[src/rtl/rx_pkg.sv]
// Shared types and defaults for the UART receive sequencer.
package rx_pkg;

    typedef enum logic [1:0] {
        IDLE  = 2'd0,
        START = 2'd1,
        DATA  = 2'd2,
        DONE  = 2'd3
    } rx_state_t;

    localparam int BAUD_DIV_DEF   = 5208;
    localparam int NUM_SHIFTS_DEF = 10;

    function automatic int bitcnt_w(input int num_shifts);
        return $clog2(num_shifts + 1);
    endfunction

    localparam int BITCNT_W = bitcnt_w(NUM_SHIFTS_DEF);

endpackage

[src/rtl/rx_baud_timer.sv]
// Bit-time counter with clear/run control and tick decodes for half, pre-wrap and wrap counts.
module rx_baud_timer #(
    parameter int BAUD_DIV = 16,
    parameter int CNT_W    = 13
) (
    input  logic clock,
    input  logic reset,
    input  logic clear,
    input  logic run,
    output logic half_tick,
    output logic pre_tick,
    output logic full_tick
);

    logic [CNT_W-1:0] count;

    always_ff @(posedge clock) begin
        if (reset || clear) begin
            count <= '0;
        end else if (run) begin
            count <= full_tick ? '0 : count + CNT_W'(1);
        end
    end

    assign half_tick = (count == CNT_W'(BAUD_DIV / 2 - 1));
    // One count early so a registered shift lands exactly on the wrap cycle.
    assign pre_tick  = (count == CNT_W'(BAUD_DIV - 2));
    assign full_tick = (count == CNT_W'(BAUD_DIV - 1));

endmodule

[src/rtl/rx_ctrl.sv]
// UART receive sequencer: rx synchroniser, start detection, mid-bit shift pulses, frame done.
// Optional stop-bit error flag built when RX_FRAME_ERR_EN is defined.
module rx_ctrl
    import rx_pkg::*;
#(
    parameter int BAUD_DIV   = BAUD_DIV_DEF,
    parameter int NUM_SHIFTS = NUM_SHIFTS_DEF,
    parameter int CNT_W      = 13
) (
    input  logic clock,
    input  logic reset,
    input  logic enable,
    input  logic rx,
    output logic rx_s,
    output logic shift,
    output logic rx_done,
    output logic busy,
    output logic frame_err
);

    localparam int BW = bitcnt_w(NUM_SHIFTS);
    localparam logic [BW-1:0] LAST_BIT = BW'(NUM_SHIFTS - 1);

    rx_state_t     state;
    logic [BW-1:0] bit_cnt;
    logic          sync1;
    logic          half_tick;
    logic          pre_tick;
    logic          full_tick;
    logic          timer_clear;
    logic          timer_run;

    always_ff @(posedge clock) begin
        if (reset) begin
            sync1 <= 1'b1;
            rx_s  <= 1'b1;
        end else begin
            sync1 <= rx;
            rx_s  <= sync1;
        end
    end

    assign timer_clear = (state == IDLE) || (state == DONE) || (state == START && half_tick);
    assign timer_run   = (state == START) || (state == DATA);

    rx_baud_timer #(
        .BAUD_DIV (BAUD_DIV),
        .CNT_W    (CNT_W)
    ) u_timer (
        .clock     (clock),
        .reset     (reset),
        .clear     (timer_clear),
        .run       (timer_run),
        .half_tick (half_tick),
        .pre_tick  (pre_tick),
        .full_tick (full_tick)
    );

    always_ff @(posedge clock) begin
        if (reset) begin
            state   <= IDLE;
            bit_cnt <= '0;
            shift   <= 1'b0;
            rx_done <= 1'b0;
            busy    <= 1'b0;
        end else begin
            shift   <= 1'b0;
            rx_done <= 1'b0;
            unique case (state)
                IDLE: begin
                    bit_cnt <= '0;
                    if (enable && !rx_s) begin
                        state <= START;
                        busy  <= 1'b1;
                    end
                end
                START: begin
                    if (half_tick) begin
                        if (rx_s) begin
                            state <= IDLE;
                            busy  <= 1'b0;
                        end else begin
                            state <= DATA;
                        end
                    end
                end
                DATA: begin
                    if (pre_tick) shift <= 1'b1;
                    if (full_tick) begin
                        bit_cnt <= bit_cnt + BW'(1);
                        if (bit_cnt == LAST_BIT) begin
                            state   <= DONE;
                            rx_done <= 1'b1;
                        end
                    end
                end
                DONE: begin
                    bit_cnt <= '0;
                    state   <= IDLE;
                    busy    <= 1'b0;
                end
            endcase
        end
    end

`ifdef RX_FRAME_ERR_EN
    // Sticky from the final shift until the next accepted start edge.
    always_ff @(posedge clock) begin
        if (reset) begin
            frame_err <= 1'b0;
        end else if (state == IDLE && enable && !rx_s) begin
            frame_err <= 1'b0;
        end else if (state == DATA && full_tick && bit_cnt == LAST_BIT && !rx_s) begin
            frame_err <= 1'b1;
        end
    end
`else
    assign frame_err = 1'b0;
`endif

endmodule
[config.mk]
export PLATFORM = sky130hd
export DESIGN_NAME = rx_ctrl
export DESIGN_NICKNAME = d
export VERILOG_FILES = /design/src/rtl/rx_pkg.sv /design/src/rtl/rx_baud_timer.sv /design/src/rtl/rx_ctrl.sv
export SDC_FILE = /design/constraint.sdc
export NUM_CORES = 1
export LEC_CHECK = 0
export CAP_MARGIN = 30
export CORE_MARGIN = 1
export CORE_UTILIZATION = 30
export CTS_CLUSTER_SIZE = 20
export DETAILED_ROUTE_END_ITERATION = 16
export PLACE_DENSITY = 0.48
export SLEW_MARGIN = 20
export SYNTH_ARGS = -nofsm -noshare
export SYNTH_HDL_FRONTEND = slang
export SYNTH_SLANG_ARGS = --single-unit
[constraint.sdc]
create_clock -name clock -period 2.79 [get_ports clock]
set_input_delay 0.279 -clock clock [delete_from_list [all_inputs] [get_ports clock]]
set_output_delay 0.279 -clock clock [all_outputs]
set_load 0.01 [all_outputs]
; After elaboration in Yosys (flattened, before gate mapping)
; Cells that the tools add are included.
[op_classes]
add_sub_neg = 2
n_eq_ne = 12
n_mux = 15
bitwise = 2
reduce_logical = 16
[ops]
columns = cell, n
row1 = equality test 13 bit (second input constant), 2
row2 = adder 13 x 1 -> 13 bit (second input constant), 1
row3 = equality test 13 x 12 -> 1 bit (second input constant), 1
row4 = 2-to-1 mux 13 bit, 1
row5 = 2-to-1 mux 2 bit, 5
row6 = case mux 2 bit (4 select lines), 1
row7 = case mux 4 bit (2 select lines), 1
row8 = AND reduction 4 bit, 2
row9 = != test 2 x 1 -> 1 bit (second input constant), 3
row10 = 2-to-1 mux 1 bit, 5
row11 = adder 4 x 1 -> 4 bit (second input constant), 1
row12 = equality test 2 bit (second input constant), 2
row13 = equality test 4 bit (second input constant), 1
row14 = logical OR 1 bit, 4
row15 = 2-to-1 mux 4 bit, 1
row16 = != test 2 bit (second input constant), 2
row17 = OR reduction 2 bit, 2
row18 = case mux 1 bit (3 select lines), 1
row19 = nonzero test 3 bit, 1
row20 = OR reduction 3 bit, 1
row21 = equality test 2 x 1 -> 1 bit (second input constant), 1
row22 = logical AND 1 bit, 2
row23 = zero test 2 bit, 1
row24 = inverter 1 bit, 2
row25 = 3 further kinds, 3
[word_totals]
register_bits = 24
in_bits = 4
out_inout_bits = 5
wordCells = 55

; Depth between registers and ports, before layout
; Gate-level depths: netlist (run 1).
[depth]
word_depth = 4
depth_mapped = 8
mapped_depth_nobuf = 7

; Hierarchy
; From an unflattened synthesis (run 1), not the netlist that was laid out.
[hier_totals]
cells_unflattened = 147
hier_area_um2 = 1322.5
[by_module_without_submodules]
columns = module, instances, cells_each, area_per_inst_um2, seq_area_each_um2
row1 = rx_baud_timer, 1, 78, 715.7, 260.2
row2 = rx_ctrl, 1, 69, 606.8, 220.2

; Least setup slack after synthesis (run 1)
; OpenSTA, ideal clock, no wires.
[synth_timing]
path_type = register to register
from = reg u_timer.count[6]
to = reg bit_cnt[3]
setup_time_ns = 0.128
arrival_time_ns = 1.884
t_required_ns = 2.662
setup_slack_ns = 0.778
path_stages_with_launch = 7
n_path_buf = 1
synth_period_minus_slack_ns = 2.012
cell_sequence = dfxtp_1 or3b_1 or4_4 buf_6 mux2_4 a32oi_1 nor2_1
[synth_via]
elab_chain_cells = 3
[synth_rtl]
columns = element, line_no
row1 = "start, declared", rx_baud_timer.sv:15  ; logic [CNT_W-1:0] count;
row2 = "start signal, assigned", rx_baud_timer.sv:21  ; count <= full_tick ? '0 : count + CNT_W'(1);
row3 = equality test 13 bit, rx_baud_timer.sv:28  ; assign full_tick = (count == CNT_W'(BAUD_DIV - 1));
row4 = != test 2 x 1 -> 1 bit (no source line), -
row5 = AND reduction 2 bit (no source line), -
row6 = "end signal, assigned", rx_ctrl.sv:90  ; bit_cnt <= bit_cnt + BW'(1);
row7 = "end, declared", rx_ctrl.sv:25  ; logic [BW-1:0] bit_cnt;
; Every way passes these cells.
; A chain may end at the register's enable or synchronous reset.

; Worst setup path after layout (run 1)
[layout_timing]
from = reg u_timer.count[6]
to = reg u_timer.count[5]
[layout_via]
elab_chain_cells = 4
word_cells_on_any_way = 6
classes_between = 2 x eq/ne / 1 x mux / 3 x reduce/logical
[layout_rtl]
columns = element, line_no
row1 = equality test 13 x 12 -> 1 bit, rx_baud_timer.sv:25  ; assign half_tick = (count == CNT_W'(BAUD_DIV / 2 - 1));
row2 = logical AND 1 bit, rx_ctrl.sv:43  ; assign timer_clear = (state == IDLE) || (state == DONE) || (state == START && half_tick);
row3 = logical OR 1 bit, rx_ctrl.sv:43
row4 = logical OR 1 bit, rx_baud_timer.sv:18  ; if (reset || clear) begin
; Parallel ways exist; a longest one is shown, timed or not.

==> flow_summary.json, run 1 <==
{
  "drtIter0Drc": 39,
  "synth_area_um2": 1320,
  "synth.avg_cell_area_um2": 8.97,
  "drive_gt1_frac": 0.0921,
  "cts_root_buffer": "clkbuf_8",
  "p_leak_nw": 0.499,
  "route.antenna.remaining_nets": 0,
  "p_per_area_nw_per_um2": 460,
  "hold_buffers": 0,
  "status": "completed",
  "cts_buffers": 3,
  "rsz0062_at_grt": "false",
  "max_slew_margin": 0.607,
  "dp_hpwl_um": 1800,
  "final_cells": 202,
  "gr-total-overflow": 0,
  "synth.ff_latch_count": 24,
  "core_um2": 4120,
  "layout_min_cycle_time_ns": 2.25,
  "fin_util": 0.358,
  "nNetsFinal": 166,
  "clock-sinks": 24,
  "clkTransAtPathRegs_ns": 0.09,
  "dieWidth_um": 68.3,
  "vias_per_cell": 5.06,
  "period_share": 0.805,
  "final_hold_viol_count": 0,
  "clock_skew_ns": 0.00311,
  "postRouteWirelength_um": 2510,
  "synthCells": 147,
  "vias": 1022,
  "h-tree-depth": 1,
  "wire_per_inst_um": 12.4,
  "rows": 23,
  "start_util": 0.320,
  "fmax_mhz": 445,
  "grt_pass1_wl_um": 4420,
  "tns_ns": 0,
  "synthDistinctLibCells": 43,
  "slew_viol_final": 0,
  "synth_fp_nets": 160,
  "postCtsSetupBuffers": 0,
  "whs_ns": 0.416,
  "grt_usage": 0.127,
  "drcViolationCount": 0,
  "ctsResizeCount": 0,
  "antenna_found_initial": 0,
  "startpoint_type": "flip-flop",
  "critical_path_required_ns": 2.93,
  "dpl.cell_count": 198,
  "crit_fanout": 13,
  "maxCapViolCount": 0,
  "worstPathArrival_ns": 2.38,
  "io_buffers": 7,
  "die_y_um": 68.3,
  "clk-insertion-delay-late_ns": 0.26,
  "total_power_mw": 0.677,
  "peakVddDrop_mv": 0.223,
  "dieArea_um2": 4660,
  "io_pins": 9,
  "diodes": 0,
  "grt_max_degree": 15,
  "syn_to_final_growth_pct": 11.6,
  "cts_buffer_depth": 2,
  "ys_seq_area_frac": 0.364,
  "worstMarginPinSlew_ns": 0.587,
  "gp_congestion": 0.760,
  "cts_tree": "done",
  "setup_violations": 0,
  "worstSetupPathType": "reg -> reg",
  "first_pass_iters": 4,
  "crit_path_end_kind": "flip-flop",
  "yosys_warnings": 0,
  "hold_class": "reg -> reg",
  "grt_pass1_vias": 982
}
[worst max-delay path: stages (launching register included)]
cell,delay (ns)
dfxtp_1,0.37
or4b_2,0.70
or4_1,0.49
nand4b_1,0.45
nor2_1,0.11
[power by group]
group	switching, mW	total, mW	internal, mW
combinational	0.0471	0.0801	0.0331
clock	0.113	0.239	0.126
sequential	0.00723	0.357	0.350
total	0.168	0.677	0.509
[per-stage QoR]
step	worst slack (ns)	cell area [um^2]
floorplan	0.778	1320
global placement	0.584	1420
detailed placement	0.572	1420
CTS	0.560	1470
global route	0.418	1470
finish	0.544	1470
[worst paths after layout]
| check | startpoint | end | slack (ns) | cells after the start |
|---|---|---|---|---|
| setup / recovery | u_timer.count[6]$_SDFFE_PP0P_ | u_timer.count[5]$_SDFFE_PP0P_ | 0.54 | 4 |
| hold / removal | sync1$_SDFF_PP1_ | rx_s$_SDFF_PP1_ | 0.42 | 1 |
| setup reg to reg | u_timer.count[6]$_SDFFE_PP0P_ | u_timer.count[5]$_SDFFE_PP0P_ | 0.54 | 4 |
| hold reg to reg | sync1$_SDFF_PP1_ | rx_s$_SDFF_PP1_ | 0.42 | 1 |
[registers in the layout, indices dropped and copies added, names as in the netlist, named ones only]
signal / count
shift: 1
state: 1
u_timer.count: 13
rx_s: 1
sync1: 1
busy: 1
rx_done: 1
bit_cnt: 4
[logic make-up (layout without fill, tap and decap cells)]
family	count (synthesis)	count (layout)	synth area share
other	1	1	0.00284
XOR/XNOR	9	9	0.0598
buffers and inverters	14	19	0.0522
adder cells (fa/ha/maj)	9	9	0.0854
flip-flops	24	24	0.364
multiplexers	3	3	0.0304
AO/OA/AOI/OAI	20	20	0.113
AND/OR/NAND/NOR	67	67	0.292
[layout by cell type, fill, tap and decap left out, types with 2 or more instances in the layout]
cell / Yosys / final
nand4b_1: 3 / 3
o21ai_0: 5 / 5
inv_1: 7 / 7
or3b_1: 2 / 2
mux2_4: 2 / 2
nand2b_1: 3 / 3
nor3b_1: 2 / 2
nand4_1: 6 / 6
and3_1: 2 / 2
a32oi_1: 3 / 3
a21oi_1: 5 / 5
or3_1: 3 / 3
nor2_1: 19 / 19
clkdlybuf4s50_1: 0 / 7
ha_1: 9 / 9
nand2_1: 6 / 6
dfxtp_1: 24 / 24
nor3_1: 2 / 2
nand3_1: 6 / 6
nor2b_1: 2 / 2
or4b_2: 2 / 2
clkbuf_8: 0 / 4
or2_2: 2 / 2
xor2_1: 7 / 7
xnor2_1: 2 / 2
[cell usage after synthesis, drive strengths merged]
cell type | count | area, um^2
a211oi | 1 | 7.51
o22ai | 1 | 6.26
nand2b | 3 | 18.8
o41ai | 1 | 16.3
ha | 9 | 113
or4 | 2 | 18.8
and4 | 1 | 8.76
or3b | 2 | 17.5
buf | 4 | 31.3
o2111ai | 1 | 8.76
inv | 7 | 26.3
and3 | 2 | 12.5
nand4 | 6 | 37.5
or3 | 3 | 18.8
nand3b | 1 | 7.51
mux2 | 2 | 30.0
nor2 | 19 | 71.3
and4b | 1 | 10.0
and3b | 1 | 8.76
a21oi | 5 | 25.0
a32oi | 3 | 26.3
xnor2 | 2 | 17.5
nor2b | 2 | 12.5
nor3b | 2 | 15.0
clkbuf | 3 | 11.3
or4b | 2 | 20.0
and2 | 1 | 6.26
nand3 | 6 | 30.0
a311o | 1 | 10.0
nor3 | 2 | 10.0
or2 | 2 | 12.5
nand4b | 3 | 26.3
o31ai | 1 | 7.51
nand2 | 6 | 22.5
dfxtp | 24 | 480
xor2 | 7 | 61.3
o21ai | 6 | 41.3
mux2i | 1 | 10.0
conb | 1 | 3.75
[area by class of cell]
| cell class | count | area (um^2) |
|---|---|---|
| Clock buffer | 4 | 55.1 |
| Sequential cell | 24 | 480 |
| Tap cell | 50 | 62.6 |
| Timing Repair Buffer | 8 | 77.6 |
| Fill cell | 438 | 2640 |
| Multi-Input combinational cell | 109 | 769 |
| Inverter | 7 | 26.3 |
[metal layers]
metal	global-route usage	routed length, um	vias to the layer above
met5	0	0	-
met4	0.0547	40	0
met3	0.0250	70	4
met2	0.207	1100	15
met1	0.160	1300	472
li1	-	-	531
No activity file was read; power rests on OpenSTA's default activity.
==> run 2, diff against run 1 <==
==> constraint.sdc (replaced) <==
create_clock -name clock -period 2.1 [get_ports clock]
set_input_delay 0.21 -clock clock [delete_from_list [all_inputs] [get_ports clock]]
set_output_delay 0.21 -clock clock [all_outputs]
set_load 0.01 [all_outputs]
==> flow_summary.json, run 2 (synthesized netlist as in run 1, its figures left out) <==
{
  "cts_buffer_depth": 2,
  "worstSetupPathType": "reg -> reg",
  "whs_ns": 0.418,
  "drcViolationCount": 0,
  "syn_to_final_growth_pct": 20.0,
  "clkTransAtPathRegs_ns": 0.09,
  "drtIter0Drc": 33,
  "rows": 23,
  "slew_viol_final": 0,
  "crit_fanout": 7,
  "dpl_cell_area_um2": 1500,
  "min_to": "rx_s$_SDFF_PP1_",
  "io_pins": 9,
  "critPathTopFamily": "simple AND/OR/NAND/NOR gates",
  "cts_root_buffer": "clkbuf_8",
  "grt_max_degree": 15,
  "peakVddDrop_mv": 0.355,
  "setup_violations": 0,
  "critical_path_required_ns": 2.24,
  "cpMaxStageDelayCell": "or4_4",
  "final_hold_viol_count": 0,
  "diodes": 0,
  "hold_depth": 1,
  "crit_path_end_kind": "flip-flop",
  "antenna_found_initial": 0,
  "period_share": 0.962,
  "h-tree-depth": 1,
  "grt_pass1_wl_um": 4280,
  "p_per_area_nw_per_um2": 631,
  "status": "completed",
  "drive_gt1_frac": 0.171,
  "hold_buffers": 0,
  "startpoint_type": "flip-flop",
  "postRouteWirelength_um": 2550,
  "grt_usage": 0.125,
  "first_pass_iters": 4,
  "max_slew_margin": 0.660,
  "worstMarginPinSlew_ns": 0.511,
  "hold_class": "reg -> reg",
  "dieArea_um2": 4660,
  "core_um2": 4120,
  "largest_reg_flops": 13,
  "grt_pass1_vias": 968,
  "worst-path-buf-inv": 0,
  "p_leak_nw": 0.568,
  "maxCapViolCount": 0,
  "r2r_end": "bit_cnt[2]$_SDFFE_PP0P_",
  "io_buffers": 7,
  "regMostFlops": "u_timer.count",
  "cts_buffers": 3,
  "worstHoldStart": "sync1$_SDFF_PP1_",
  "top_regs": "u_timer.count x13, bit_cnt x4",
  "final_common_cell": "dfxtp_1",
  "clock_skew_ns": 0.00647,
  "most-common-layout-cells": "24 x dfxtp_1, 19 x nor2_1, 13 x buf_4",
  "layout_min_cycle_time_ns": 2.02,
  "slowest_delay_ns": 0.60,
  "gr-total-overflow": 0,
  "ff2ff_path_depth": 5,
  "worstPathArrival_ns": 2.16,
  "route.antenna.remaining_nets": 0,
  "die_y_um": 68.3,
  "timing.rr.start": "u_timer.count[6]$_SDFFE_PP0P_",
  "clock-sinks": 24,
  "clk-insertion-delay-late_ns": 0.27,
  "gp_congestion": 0.730,
  "fmax_mhz": 495,
  "vias_per_cell": 4.99,
  "total_power_mw": 0.998,
  "dieWidth_um": 68.3,
  "fin_area_um2": 1580,
  "cts_tree": "done",
  "vias": 1067,
  "reg2reg_setup_slack_ns": 0.08,
  "wire_per_inst_um": 11.9,
  "nNetsFinal": 178,
  "dp_hpwl_um": 1920,
  "cp_cell_sequence": "or3b_4 > or4_4 > mux2_4 > a32oi_1 > nor2_1",
  "start_util": 0.320
}
-- run 2: per-layer routing --
metal,GRT usage,up-vias,wire [um]
li1,-,555,-
met3,0.0400,2,98
met1,0.166,495,1330
met2,0.196,15,1110
met4,0.0234,0,17
met5,0,-,0
-- run 2: worst max path at each step --
stage,start,endpoint,slack [ns],cells past startpoint
after detailed placement,u_timer.count[10]$_SDFFE_PP0P_,bit_cnt[2]$_SDFFE_PP0P_,0.06,5
after floorplan,u_timer.count[6]$_SDFFE_PP0P_,bit_cnt[3]$_SDFFE_PP0P_,0.09,6
final,u_timer.count[6]$_SDFFE_PP0P_,bit_cnt[2]$_SDFFE_PP0P_,0.08,5
after global placement,u_timer.count[10]$_SDFFE_PP0P_,bit_cnt[3]$_SDFFE_PP0P_,0.08,5
after CTS,u_timer.count[10]$_SDFFE_PP0P_,bit_cnt[2]$_SDFFE_PP0P_,0.03,5
after global routing,u_timer.count[6]$_SDFFE_PP0P_,bit_cnt[2]$_SDFFE_PP0P_,-0.002,5
-- run 2: metrics by stage --
step	utilization	cells	worst slack, ns	setup TNS (ns)
after floorplan	-	147	0.0879	0
after global placement	0.364	209	0.0817	0
after detailed placement	0.364	209	0.0585	0
after CTS	0.382	213	0.0321	0
after global routing	0.385	214	-0.00216	-0.00216
final	0.385	214	0.0797	0
-- run 2: timing repair --
item | CTS | global route
resized for setup | 0 | 2
endpoints found under the setup margin | 0 | 2
buffers inserted | 0 | 1
-- run 2: cell type report --
class	instances	area, um^2
clock buffers	3	41.3
inverters	7	26.3
multi-input cells	109	774
fillers	422	2530
well taps	50	62.6
clock inverters	1	30.0
repair buffers	20	168
flip-flops and latches	24	480
-- run 2: where the power goes --
part	switching [mW]	internal (mW)
Clock	0.150	0.255
Sequential	0.00954	0.465
Combinational	0.0639	0.0555
Total	0.223	0.775
-- run 2: worst register-to-register path: cells and delay by family, from the launching register on --
kind	cells	cell delay (ns)
compound gates	1	0.14
flops	1	0.36
mux	1	0.32
simple gates	3	1.06
==> run 3, diff against run 2 <==
--- a/config.mk
+++ b/config.mk
@@ -6,7 +6,7 @@
 export NUM_CORES = 1
 export LEC_CHECK = 0
 export CAP_MARGIN = 30
-export CORE_MARGIN = 1
+export CORE_MARGIN = 1.5
 export CORE_UTILIZATION = 30
 export CTS_CLUSTER_SIZE = 20
 export DETAILED_ROUTE_END_ITERATION = 16
==> flow_summary.json, run 3 (synthesized netlist as in run 1, its figures left out) <==
{
  "final_hold_viol_count": 0,
  "hold_buffers": 0,
  "seq_power_share": 0.548,
  "status": "completed",
  "io_pins": 9,
  "comb_power_share": 0.141,
  "final_common_cell": "dfxtp_1",
  "die_y_um": 69.3,
  "worstSetupPathType": "reg -> reg",
  "reg2reg_setup_slack_ns": 0.09,
  "cts_buffers": 3,
  "dp_hpwl_um": 1980,
  "dieArea_um2": 4800,
  "vias": 1067,
  "top_regs": "u_timer.count x13, bit_cnt x4",
  "crit_fanout": 7,
  "start_util": 0.320,
  "clkTransAtPathRegs_ns": 0.08,
  "fin_util": 0.380,
  "clock_skew_ns": 0.00304,
  "core_um2": 4120,
  "fin_area_um2": 1560,
  "power_switching_mw": 0.217,
  "max_slew_margin": 0.636,
  "worstMarginPinSlew_ns": 0.547,
  "first_pass_iters": 4,
  "grt_max_degree": 15,
  "critical_path_required_ns": 2.24,
  "gr-total-overflow": 0,
  "antenna_found_initial": 0,
  "cts_root_buffer": "clkbuf_8",
  "fillCellCount": 428,
  "diodes": 0,
  "peakVddDrop_mv": 0.231,
  "grt_pass1_vias": 1019,
  "gp_congestion": 0.789,
  "r2r_end": "bit_cnt[3]$_SDFFE_PP0P_",
  "clock-sinks": 24,
  "maxCapViolCount": 0,
  "rows": 23,
  "ff2ff_path_depth": 5,
  "crit_path_end_kind": "flip-flop",
  "hold_class": "reg -> reg",
  "h-tree-depth": 1,
  "syn_to_final_growth_pct": 18.6,
  "io_buffers": 7,
  "postRouteWirelength_um": 2710,
  "p_per_area_nw_per_um2": 554,
  "startpoint_type": "flip-flop",
  "drive_gt1_frac": 0.184,
  "dieWidth_um": 69.3,
  "tns_ns": 0,
  "seqCellArea_um2": 483,
  "crit_start": "u_timer.count[6]$_SDFFE_PP0P_",
  "grt_pass1_wl_um": 4710,
  "route.antenna.remaining_nets": 0,
  "regMostFlops": "u_timer.count",
  "wire_per_inst_um": 12.7,
  "layout_min_cycle_time_ns": 2.01,
  "most-common-layout-cells": "22 x dfxtp_1, 19 x nor2_1, 13 x buf_4",
  "worstPathArrival_ns": 2.15,
  "dpl_cell_area_um2": 1500,
  "largest_reg_flops": 13,
  "vias_per_cell": 5.01,
  "worstSetupEndpoint": "bit_cnt[3]$_SDFFE_PP0P_",
  "drcViolationCount": 0,
  "fmax_mhz": 497,
  "swShare": 0.250,
  "grt_usage": 0.117,
  "drtIter0Drc": 45,
  "pwr-share-clk": 0.312,
  "multi_input_area_um2": 783,
  "setup_violations": 0,
  "timing.rr.start": "u_timer.count[6]$_SDFFE_PP0P_",
  "slew_viol_final": 0,
  "nNetsFinal": 178,
  "period_share": 0.959,
  "internal_power_mw": 0.649,
  "rsz0062_at_grt": "false",
  "cts_buffer_depth": 2,
  "cts_tree": "done",
  "clk-insertion-delay-late_ns": 0.26,
  "p_leak_nw": 0.557
}
run 3: cell count changes in the layout (fill, tap and decap cells not counted), sizes merged:
cell / delta
bufinv: -1
run 3: per-layer routing:
metal  vias up  global-route usage  routed length [um]
met3         2              0.0233                  66
met4         0              0.0392                  33
met5         -                   0                   0
li1        551                   -                   -
met1       505               0.162                1420
met2         9               0.181                1200
run 3: final cells by class:
class | instances | area share
clock buffers | 3 | 0.0264
inverters | 7 | 0.0168
multi-input cells | 109 | 0.501
flip-flops and latches | 24 | 0.309
well taps | 50 | 0.0400
repair buffers | 20 | 0.107
run 3: worst min-delay path by stage:
stage	cells past startpoint	startpoint	end
final	1	sync1$_SDFF_PP1_	rx_s$_SDFF_PP1_
after global routing	1	sync1$_SDFF_PP1_	rx_s$_SDFF_PP1_
after CTS	1	sync1$_SDFF_PP1_	rx_s$_SDFF_PP1_
after detailed placement	1	sync1$_SDFF_PP1_	rx_s$_SDFF_PP1_
after global placement	1	sync1$_SDFF_PP1_	rx_s$_SDFF_PP1_
after floorplan	1	rx	sync1$_SDFF_PP1_
run 3: power by group through the flow:
stage,combinational [mW],sequential [mW],clock [mW]
2_1_floorplan,0.0738,0.486,0
3_3_place_gp,0.120,0.485,0
3_5_place_dp,0.121,0.485,0
4_1_cts,0.122,0.475,0.282
5_1_grt,0.137,0.476,0.309
6_report,0.122,0.474,0.270
run 3: metrics by stage:
| stage | power, mW | setup slack (ns) | hold WS (ns) | instances |
|---|---|---|---|---|
| floorplan | 0.560 | 0.0879 | 0.314 | 147 |
| global placement | 0.605 | 0.0813 | 0.397 | 209 |
| detailed placement | 0.607 | 0.0331 | 0.400 | 209 |
| CTS | 0.878 | 0.0199 | 0.421 | 212 |
| global route | 0.922 | 0.00684 | 0.453 | 213 |
| finish | 0.866 | 0.0861 | 0.417 | 213 |
run 3: worst max-delay path: stages, from the launching register on:
cell,delay [ns]
dfxtp_1,0.35
or3b_4,0.40
or4_4,0.60
mux2_4,0.33
a32oi_1,0.16
nor2_1,0.05
run 3: what timing repair did:
item / CTS / global route
buffers inserted: 0 / 1
gates resized for setup: 0 / 6
endpoints found under the setup margin: 0 / 3
